--- src/rtl/tone_arbiter_if.sv ---
// Signal bundle between the hit/judgement logic, the BGM source and the tone arbiter.
// The arbiter takes the slave modport; the upstream side takes the master modport.
interface tone_arbiter_if #(
  parameter int PW = 32
);
  logic          i_tick;
  logic [1:0]    i_req;
  logic [PW-1:0] i_pitch_t1;
  logic [PW-1:0] i_pitch_t2;
  logic          i_bgm_en;
  logic [PW-1:0] i_bgm_pitch;
  logic          o_play_en;
  logic [PW-1:0] o_cnt_limit;
  logic [1:0]    o_grant;
  logic          o_busy;
  logic          o_overwrite;

  modport master (
    output i_tick, i_req, i_pitch_t1, i_pitch_t2, i_bgm_en, i_bgm_pitch,
    input  o_play_en, o_cnt_limit, o_grant, o_busy, o_overwrite
  );

  modport slave (
    input  i_tick, i_req, i_pitch_t1, i_pitch_t2, i_bgm_en, i_bgm_pitch,
    output o_play_en, o_cnt_limit, o_grant, o_busy, o_overwrite
  );
endinterface

--- src/rtl/tone_arbiter.sv ---
// Shares one piezo tone generator between two latched hit-sound requesters and BGM.
// Hit sounds are served round-robin, timed on the 1 ms tick, and followed by a silent gap.
module tone_arbiter #(
  parameter int unsigned SFX_MS = 100,
  parameter int unsigned GAP_MS = 5,
  parameter int          PW     = 32
) (
  input logic           clk,
  input logic           rst,
  tone_arbiter_if.slave bus
);

  typedef enum logic [1:0] {IDLE, BGM, SFX, GAP} state_t;

  localparam logic [15:0] SFX_T = 16'(SFX_MS);
  localparam logic [15:0] GAP_T = 16'(GAP_MS);

  state_t        state_q, state_d;
  logic [15:0]   timer_q, timer_d;
  logic [1:0]    pend_q, pend_d;
  logic [PW-1:0] pitch_q [2];
  logic [PW-1:0] pitch_d [2];
  logic          rr_q, rr_d;
  logic          play_en_q, play_en_d;
  logic [PW-1:0] cnt_limit_q, cnt_limit_d;
  logic [1:0]    grant_q, grant_d;
  logic          overwrite_q, overwrite_d;

  logic [PW-1:0] pitch_in [2];
  logic [1:0]    req_ok;
  logic          has_pend;
  logic          bgm_ok;
  logic          sel;
  logic          do_grant, do_bgm, do_gap, do_idle;

  assign pitch_in[0] = bus.i_pitch_t1;
  assign pitch_in[1] = bus.i_pitch_t2;
  assign req_ok[0]   = bus.i_req[0] && (bus.i_pitch_t1 != '0);
  assign req_ok[1]   = bus.i_req[1] && (bus.i_pitch_t2 != '0);
  assign has_pend    = |pend_q;
  assign bgm_ok      = bus.i_bgm_en && (bus.i_bgm_pitch != '0);
  // With both tracks pending the pointer decides; otherwise the lone pending track wins.
  assign sel         = (pend_q == 2'b11) ? rr_q : pend_q[1];

  // NOTE: every variable gets its hold/default value first so no path leaves it unassigned (no latches).
  always_comb begin
    state_d     = state_q;
    timer_d     = timer_q;
    pend_d      = pend_q;
    pitch_d     = pitch_q;
    rr_d        = rr_q;
    play_en_d   = play_en_q;
    cnt_limit_d = cnt_limit_q;
    grant_d     = grant_q;
    overwrite_d = 1'b0;
    do_grant    = 1'b0;
    do_bgm      = 1'b0;
    do_gap      = 1'b0;
    do_idle     = 1'b0;

    unique case (state_q)
      IDLE: begin
        if (has_pend)    do_grant = 1'b1;
        else if (bgm_ok) do_bgm   = 1'b1;
        else             do_idle  = 1'b1;
      end
      BGM: begin
        if (has_pend)     do_gap      = 1'b1;
        else if (!bgm_ok) do_idle     = 1'b1;
        else              cnt_limit_d = bus.i_bgm_pitch;
      end
      SFX: begin
        if (bus.i_tick) begin
          if (timer_q == '0) do_gap  = 1'b1;
          else               timer_d = timer_q - 16'd1;
        end
      end
      GAP: begin
        if (bus.i_tick) begin
          if (timer_q != '0)  timer_d  = timer_q - 16'd1;
          else if (has_pend)  do_grant = 1'b1;
          else if (bgm_ok)    do_bgm   = 1'b1;
          else                do_idle  = 1'b1;
        end
      end
      default: do_idle = 1'b1;
    endcase

    if (do_grant) begin
      state_d      = SFX;
      timer_d      = SFX_T;
      pend_d[sel]  = 1'b0;
      rr_d         = ~sel;
      play_en_d    = 1'b1;
      cnt_limit_d  = pitch_q[sel];
      grant_d      = sel ? 2'b10 : 2'b01;
    end
    if (do_bgm) begin
      state_d     = BGM;
      play_en_d   = 1'b1;
      cnt_limit_d = bus.i_bgm_pitch;
      grant_d     = 2'b00;
    end
    // Entering the gap keeps the last limit so the generator word does not glitch.
    if (do_gap) begin
      state_d   = GAP;
      timer_d   = GAP_T;
      play_en_d = 1'b0;
      grant_d   = 2'b00;
    end
    if (do_idle) begin
      state_d     = IDLE;
      play_en_d   = 1'b0;
      cnt_limit_d = '0;
      grant_d     = 2'b00;
    end

    // Capture runs last so a fresh request beats the grant clearing the same pend bit.
    for (int k = 0; k < 2; k++) begin
      if (req_ok[k]) begin
        pend_d[k]  = 1'b1;
        pitch_d[k] = pitch_in[k];
        if (pend_q[k]) overwrite_d = 1'b1;
      end
    end
  end

  // NOTE: the stored pitches are reset too, so a stale pitch can never be granted after reset.
  always_ff @(posedge clk) begin
    if (!rst) begin
      state_q     <= IDLE;
      timer_q     <= '0;
      pend_q      <= '0;
      pitch_q[0]  <= '0;
      pitch_q[1]  <= '0;
      rr_q        <= 1'b0;
      play_en_q   <= 1'b0;
      cnt_limit_q <= '0;
      grant_q     <= '0;
      overwrite_q <= 1'b0;
    end else begin
      // NOTE: non-blocking assignments so every register samples the pre-edge values.
      state_q     <= state_d;
      timer_q     <= timer_d;
      pend_q      <= pend_d;
      pitch_q     <= pitch_d;
      rr_q        <= rr_d;
      play_en_q   <= play_en_d;
      cnt_limit_q <= cnt_limit_d;
      grant_q     <= grant_d;
      overwrite_q <= overwrite_d;
    end
  end

  assign bus.o_play_en   = play_en_q;
  assign bus.o_cnt_limit = cnt_limit_q;
  assign bus.o_grant     = grant_q;
  assign bus.o_busy      = (state_q == SFX) || (state_q == GAP);
  assign bus.o_overwrite = overwrite_q;

endmodule

--- src/flat_wrapper.sv ---
// flat-port wrapper written by rule: the top's interface ports become plain ports
module tone_arbiter_flat 
#(
  parameter int unsigned SFX_MS = 100,
  parameter int unsigned GAP_MS = 5,
  parameter int          PW     = 32
)
  (clk, rst, bus_i_tick, bus_i_req, bus_i_pitch_t1, bus_i_pitch_t2, bus_i_bgm_en, bus_i_bgm_pitch, bus_o_play_en, bus_o_cnt_limit, bus_o_grant, bus_o_busy, bus_o_overwrite);
  tone_arbiter_if #(.PW(PW)) bus_i ();
  input logic clk;
  input logic rst;
  input wire logic [$bits(bus_i.i_tick)-1:0] bus_i_tick;
  input wire logic [$bits(bus_i.i_req)-1:0] bus_i_req;
  input wire logic [$bits(bus_i.i_pitch_t1)-1:0] bus_i_pitch_t1;
  input wire logic [$bits(bus_i.i_pitch_t2)-1:0] bus_i_pitch_t2;
  input wire logic [$bits(bus_i.i_bgm_en)-1:0] bus_i_bgm_en;
  input wire logic [$bits(bus_i.i_bgm_pitch)-1:0] bus_i_bgm_pitch;
  output wire logic [$bits(bus_i.o_play_en)-1:0] bus_o_play_en;
  output wire logic [$bits(bus_i.o_cnt_limit)-1:0] bus_o_cnt_limit;
  output wire logic [$bits(bus_i.o_grant)-1:0] bus_o_grant;
  output wire logic [$bits(bus_i.o_busy)-1:0] bus_o_busy;
  output wire logic [$bits(bus_i.o_overwrite)-1:0] bus_o_overwrite;
  assign bus_i.i_tick = bus_i_tick;
  assign bus_i.i_req = bus_i_req;
  assign bus_i.i_pitch_t1 = bus_i_pitch_t1;
  assign bus_i.i_pitch_t2 = bus_i_pitch_t2;
  assign bus_i.i_bgm_en = bus_i_bgm_en;
  assign bus_i.i_bgm_pitch = bus_i_bgm_pitch;
  assign bus_o_play_en = bus_i.o_play_en;
  assign bus_o_cnt_limit = bus_i.o_cnt_limit;
  assign bus_o_grant = bus_i.o_grant;
  assign bus_o_busy = bus_i.o_busy;
  assign bus_o_overwrite = bus_i.o_overwrite;
  tone_arbiter #(.SFX_MS(SFX_MS), .GAP_MS(GAP_MS), .PW(PW)) u_core (.clk(clk), .rst(rst), .bus(bus_i));
endmodule
--- config.mk ---
export PLATFORM = sky130hd
export DESIGN_NAME = tone_arbiter_flat
export DESIGN_NICKNAME = d
export VERILOG_FILES = /design/src/rtl/tone_arbiter_if.sv /design/src/rtl/tone_arbiter.sv /design/src/flat_wrapper.sv
export SDC_FILE = /design/constraint.sdc
export NUM_CORES = 1
export LEC_CHECK = 0
export BUFFER_PORTS_ARGS = -buffer_cell sky130_fd_sc_hd__buf_4
export CAP_MARGIN = 20
export CORE_MARGIN = 2
export CORE_UTILIZATION = 57
export DETAILED_ROUTE_END_ITERATION = 6
export GPL_TIMING_DRIVEN = 0
export PLACE_DENSITY_LB_ADDON = 0.2
export RECOVER_POWER = 50
export SYNTH_ARGS = -nofsm -noshare
export SYNTH_HDL_FRONTEND = slang
export SYNTH_SLANG_ARGS = --single-unit
--- constraint.sdc ---
create_clock -name clk -period 3.3 [get_ports clk]
set_clock_uncertainty 0.15 [all_clocks]
set_input_delay 0.66 -clock clk [delete_from_list [all_inputs] [get_ports clk]]
set_output_delay 0.66 -clock clk [all_outputs]
set_load 0.01 [all_outputs]
---- Word-level counts from Yosys, hierarchy flattened ----
Cells that the tools add are included.
storage, ports and cells
  bits in registers ....................... 121
  input port bits ......................... 102
  output and inout bits ................... 37
  logic and storage cells ................. 118
cells by class
  add/subtract/negate cells ............... 1
  $lt $le $gt $ge ......................... 3
  equal/unequal tests ..................... 17
  multiplexer cells ....................... 48
  bitwise gates (word level) .............. 5
  reduce and logical (&&, ||, !) cells .... 31
operators by type and width
  operator                                            count
  2-to-1 mux 32 bit                                   8
  nonzero test 32 bit                                 3
  2-to-1 mux 16 bit                                   4
  one-hot mux 16 bit (2 select lines)                 1
  2-to-1 mux 1 bit                                    23
  logical NOT 16 bit                                  1
  nonzero test 16 bit                                 1
  subtractor 16 x 1 -> 16 bit, second input constant  1
  AND reduction 5 bit                                 3
  != test 4 x 2 -> 1 bit, second input constant       3
  nonzero test 3 bit                                  4
  2-to-1 mux 2 bit                                    5
  != test 3 x 2 -> 1 bit, second input constant       3
  one-hot mux 1 bit (2 select lines)                  4
  nonzero test 2 bit                                  4
  OR reduction 2 bit                                  4
  2-to-1 mux 7 bit                                    1
  == test 2 bit, second input constant                3
  != test 2 bit, second input constant                3
  OR reduction 3 bit                                  2
  logical AND 1 bit                                   4
  != test 4 x 1 -> 1 bit, second input constant       1
  nonzero test 4 bit                                  1
  OR reduction 4 bit                                  1
  other kinds (16)                                    17

---- Longest topological paths before layout ----
  word-level depth ........................ 10
  depth in mapped cells ................... 10
  gate-level depth less buffers ........... 8

---- Worst setup path after synthesis ----
OpenSTA, ideal clock, no wires.
  kind .................................... input to register
  start ................................... input bus_i_bgm_pitch[24]
  end ..................................... register u_core.cnt_limit_q[10], in the netlist u_core.bus.o_cnt_limit[10]
  setup time .............................. 0.139 ns
  arrival ................................. 2.121 ns
  required time ........................... 3.011 ns
  slack ................................... 0.890 ns
  cell stages on the path ................. 7
  path buffers ............................ 2
  cells stage by stage .................... nor4_1 > nand4_1 > o21ai_0 > a41o_1 > buf_2 > buf_2 > a311oi_2
between the ends
  word-level cells in the longest chain between the ends .. 9
  elaborated cells on any way between the ends .. 18
  those cells by class .................... 1 x eq/ne; 11 x mux; 6 x reduce/logical
ends and longest elaborated chain
  element                                                               line                                    text
  start, declared                                                       flat_wrapper.sv:17                      input wire logic [$bits(bus_i.i_bgm_pitch)-1:0] bus_i_bgm_pitch;
  nonzero test 32 bit *                                                 tone_arbiter.sv:41                      assign bgm_ok = bus.i_bgm_en && (bus.i_bgm_pitch != '0);
  logical AND 1 bit *                                                   tone_arbiter.sv:41
  2-to-1 mux 1 bit                                                      tone_arbiter.sv:64, tone_arbiter.sv:82
  2-to-1 mux 1 bit                                                      tone_arbiter.sv:81                      else if (has_pend) do_grant = 1'b1;
  2-to-1 mux 1 bit                                                      tone_arbiter.sv:80                      if (timer_q != '0) timer_d = timer_q - 16'd1;
  2-to-1 mux 1 bit                                                      tone_arbiter.sv:79                      if (bus.i_tick) begin
  one-hot mux 1 bit (2 select lines)                                    tone_arbiter.sv:61                      unique case (state_q)
  != test 3 bit (no source line) or nonzero test 3 bit (tied branches)  -
  AND reduction 3 bit (no source line)                                  -
  end signal, assigned                                                  tone_arbiter.sv:149                     cnt_limit_q <= cnt_limit_d;
  end, declared                                                         tone_arbiter.sv:25                      logic [PW-1:0] cnt_limit_q, cnt_limit_d;
Every way passes the cells marked *; elsewhere a longest branch is shown, timed or not.
A chain may end at the register's enable or synchronous reset.

---- Worst setup path in the final report ----
  start ................................... register u_core.timer_q[0]
  end ..................................... register u_core.cnt_limit_q[0], in the netlist u_core.bus.o_cnt_limit[0]
between the ends
  word-level cells in the longest chain between the ends .. 6
  elaborated cells on any way between the ends .. 17
  those cells by class .................... 1 x eq/ne; 11 x mux; 5 x reduce/logical
ends and longest elaborated chain
  element                                                                    line                 text
  start, declared                                                            tone_arbiter.sv:19   logic [15:0] timer_q, timer_d;
  start signal, assigned                                                     tone_arbiter.sv:144  timer_q <= timer_d;
  nonzero test 16 bit *                                                      tone_arbiter.sv:80
  2-to-1 mux 1 bit                                                           tone_arbiter.sv:80
  2-to-1 mux 1 bit                                                           tone_arbiter.sv:79
  one-hot mux 1 bit (2 select lines)                                         tone_arbiter.sv:61
  != test 3 bit (no source line), or another cell as far along               -
  AND reduction 3 bit (no source line) or 2-to-1 mux 32 bit (tied branches)  -
Marks and branches as above.

==> results.py <==
metrics = {
    "run_status": {
        "status": "complete, no violations",
    },
    "finish": {
        "area_growth_pct": 29.9,
        "fin_cells": 865,
        "antennaDiodeCount": 0,
        "layout-drive-gt1-share": 0.264,
        "fin_util": 0.765,
        "nets": 832,
        "design_area_um2": 7070,
    },
    "synthesis": {
        "ys_types": 48,
        "async_flop_share": 0,
        "synth-compound-area-share": 0.170,
        "synth.area.mux_share": 0.118,
        "post-synth-top-area-fraction": 0.445,
        "synth-simple-area-share": 0.192,
        "synth_edf_count": 0,
        "seq_area_frac_synth": 0.445,
        "synth_nets": 675,
        "yosys.area.top_type": "dfxtp_1",
        "synthTopCellsByArea": "dfxtp_1 (45%), mux2i_1 (12%), nor2_1 (8.1%), a311oi_2 (7.7%), a22oi_1 (4.4%)",
        "synth_ff_type": "dfxtp_1",
        "netlist_area_um2": 5440,
        "syn_avg_cell_area_um2": 9.60,
        "synth_top_family_by_area": "simple AND/OR/NAND/NOR gates",
        "netlist_instances": 567,
        "synth-xor-area-share": 0.0209,
        "yosysWarnings": 0,
        "synthAdderAreaFrac": 0.0138,
        "synth_seq_cells": 121,
    },
    "clocking": {
        "postCtsHoldBufs": 0,
        "worstSkewPairLatency_ps": 520,
        "root_buffer": "clkbuf_8",
        "cts_max_level": 4,
        "cts_tree": "done",
        "post_cts_resized": 0,
        "numCtsBuffers": 17,
        "cts_setup_buffers": 0,
        "clk_pin_slew_ps": 60,
        "cts_buffer_depth": 2,
        "clock_sinks": 121,
    },
    "drt": {
        "ant_nets": 0,
        "drt_iter0_markers": 344,
        "first_pass_iters": 5,
        "avgViaCountPerCell": 5.85,
        "wl_per_cell_um": 18.1,
        "finalWirelength_um": 15600,
        "vias": 5062,
        "drc": 0,
    },
    "power": {
        "ir_drop_v": 0.000465,
        "total_power_mw": 6.04,
        "power.density_nw_per_um2": 854,
        "p_leak_nw": 2.95,
    },
    "worst_setup_path": {
        "crit_path_frequent_cell": "clkbuf_1",
        "critical_path.slowest_cell": "clkbuf_1",
        "cp-start-kind": "flip-flop",
        "required_ps": 3580,
        "max_stage_delay_ps": 460,
        "path_class": "reg -> reg",
        "cp_cell_sequence": "inv_1 -> ha_1 -> nor4b_1 -> and4_4 -> a31oi_4 -> nand2b_1 -> clkbuf_1 -> clkbuf_1 -> nand2_1 -> a311oi_2",
        "endpoint_kind": "flip-flop",
        "path_buf_inv": 3,
        "cpLargestDelayFamily": "buffers and inverters",
        "crit_arrival_ps": 3160,
        "worstPathMaxFanout": 10,
    },
    "floorplan": {
        "core-area_um2": 9240,
        "die_y_um": 102,
        "die-area_um2": 10300,
        "pin_count": 139,
        "start_util": 0.589,
        "rows": 35,
        "die_w_um": 102,
    },
    "timing": {
        "fin_crit_sh": 0.874,
        "slew_headroom": 0.319,
        "whs_ps": 225,
        "report.final.slew_viol_count": 0,
        "setup_violations": 0,
        "hold_viol": 0,
        "timing.fmax_mhz": 347,
        "rsz0062_at_grt": "false",
        "tns_ps": 0,
        "worstMarginPinSlew_ps": 1020,
        "fin_ws_ps": 416,
        "finalCriticalPeriod_ps": 2880,
    },
    "place": {
        "placed_cell_area_um2": 6640,
        "port_buffers": 138,
        "gp_congestion": 0.873,
        "dpl.cell_count": 834,
        "post-dp-hpwl_um": 11400,
        "dp_slack_ps": 177,
    },
    "global_route": {
        "antenna_found_initial": 0,
        "grt_usage": 0.313,
        "grt_max_degree": 17,
        "grt_pass1_wl_um": 24900,
        "overflow": 0,
        "grt_pass1_vias": 4996,
    },
    "hold_path": {
        "hold_class": "in -> reg",
    },
    "flow_run": {
        "drv_cap": 0,
    },
}
worst register-to-register path: stages (launching register included):
cell and delay (ps):
dfxtp_1 310, inv_1 80, ha_1 240, nor4b_1 180, and4_4 200, a31oi_4 380, nand2b_1 160, clkbuf_1 200
clkbuf_1 460, nand2_1 150, a311oi_2 290
routing by layer:
layer / part of all wire / vias to the layer above / track usage
li1: - / 2373 / -
met1: 0.42 / 2442 / 0.385
met2: 0.50 / 214 / 0.538
met3: 0.058 / 33 / 0.0580
met4: 0.021 / 0 / 0.125
met5: 0 / - / 0
state kept, by name, indices dropped and copies added, names as in the netlist:
name,count
u_core.bus.o_grant,2
u_core.bus.o_cnt_limit,32
u_core.bus.o_overwrite,1
u_core.pitch_q,64
u_core.timer_q,16
u_core.rr_q,1
u_core.state_q,2
u_core.bus.o_play_en,1
u_core.pend_q,2
placed cells by master, fill, tap and decap left out, drive strengths merged, types with 2 or more instances in the layout:
master      n
clkbuf     70
nor4       27
ha          6
dfxtp     121
xnor2       3
nand4b      2
nand3       5
mux2i      64
a2111oi     2
a22oi      33
nand4       6
nor2b       2
o21ai       6
nand2      47
bufinv      2
nor3        2
nand3b      3
nor3b       2
nor4b       2
nor2      118
clkinv      5
xor2       10
inv        13
nand2b      2
a21oi      11
buf       122
a311oi     32
clkinvlp    2
a31oi       4
and2        2
cell families (layout without fill, tap and decap cells):
group | count (synthesis) | in the layout
XOR/XNOR | 13 | 13
AO/OA/AOI/OAI | 94 | 94
AND/OR/NAND/NOR | 224 | 224
buffers and inverters | 45 | 214
flip-flops | 121 | 121
adder cells (fa/ha/maj) | 6 | 6
multiplexers | 64 | 64
where the power goes:
part | total, mW | internal [mW] | leakage, nW | switching, mW
Clock | 1.82 | 1.12 | 0.281 | 0.699
Sequential | 1.86 | 1.70 | 0.997 | 0.156
Combinational | 2.36 | 0.854 | 1.67 | 1.50
area by class of cell:
type / instances / area [um^2]
clock inverter: 12 / 141
inverter: 10 / 37.5
tap: 129 / 161
clock buffer: 19 / 442
multi-input combinational: 401 / 2790
buffer: 35 / 180
sequential: 121 / 2420
timing repair buffer: 138 / 893
fill: 670 / 2170
cells in the mapped netlist (2+ instances only):
cell type,n
nand3b_1,3
o21ai_1,2
nor2_1,117
nand2b_1,2
a311oi_2,28
inv_1,9
nand2_1,47
mux2i_1,64
a311oi_1,4
nand4_1,6
nand4b_1,2
o21ai_0,4
a31oi_1,3
nor2b_1,2
a22oi_1,32
xnor2_1,3
clkbuf_1,7
nor4_1,25
buf_6,3
nand3_1,5
buf_2,25
dfxtp_1,121
and2_1,2
a2111oi_2,2
xor2_1,10
nor3b_1,2
a21oi_1,11
ha_1,6
final timing paths:
check | to | slack, ps | depth (start not counted) | startpoint
max | u_core.bus.o_cnt_limit[0] | 420 | 10 | u_core.timer_q[0]
min | u_core.pitch_q[31] | 230 | 3 | bus_i_pitch_t2[31]
min reg2reg | u_core.pitch_q[21] | 350 | 2 | u_core.pitch_q[21]
max reg2reg | u_core.bus.o_cnt_limit[0] | 420 | 10 | u_core.timer_q[0]
Power figures use the tool's default switching activity.
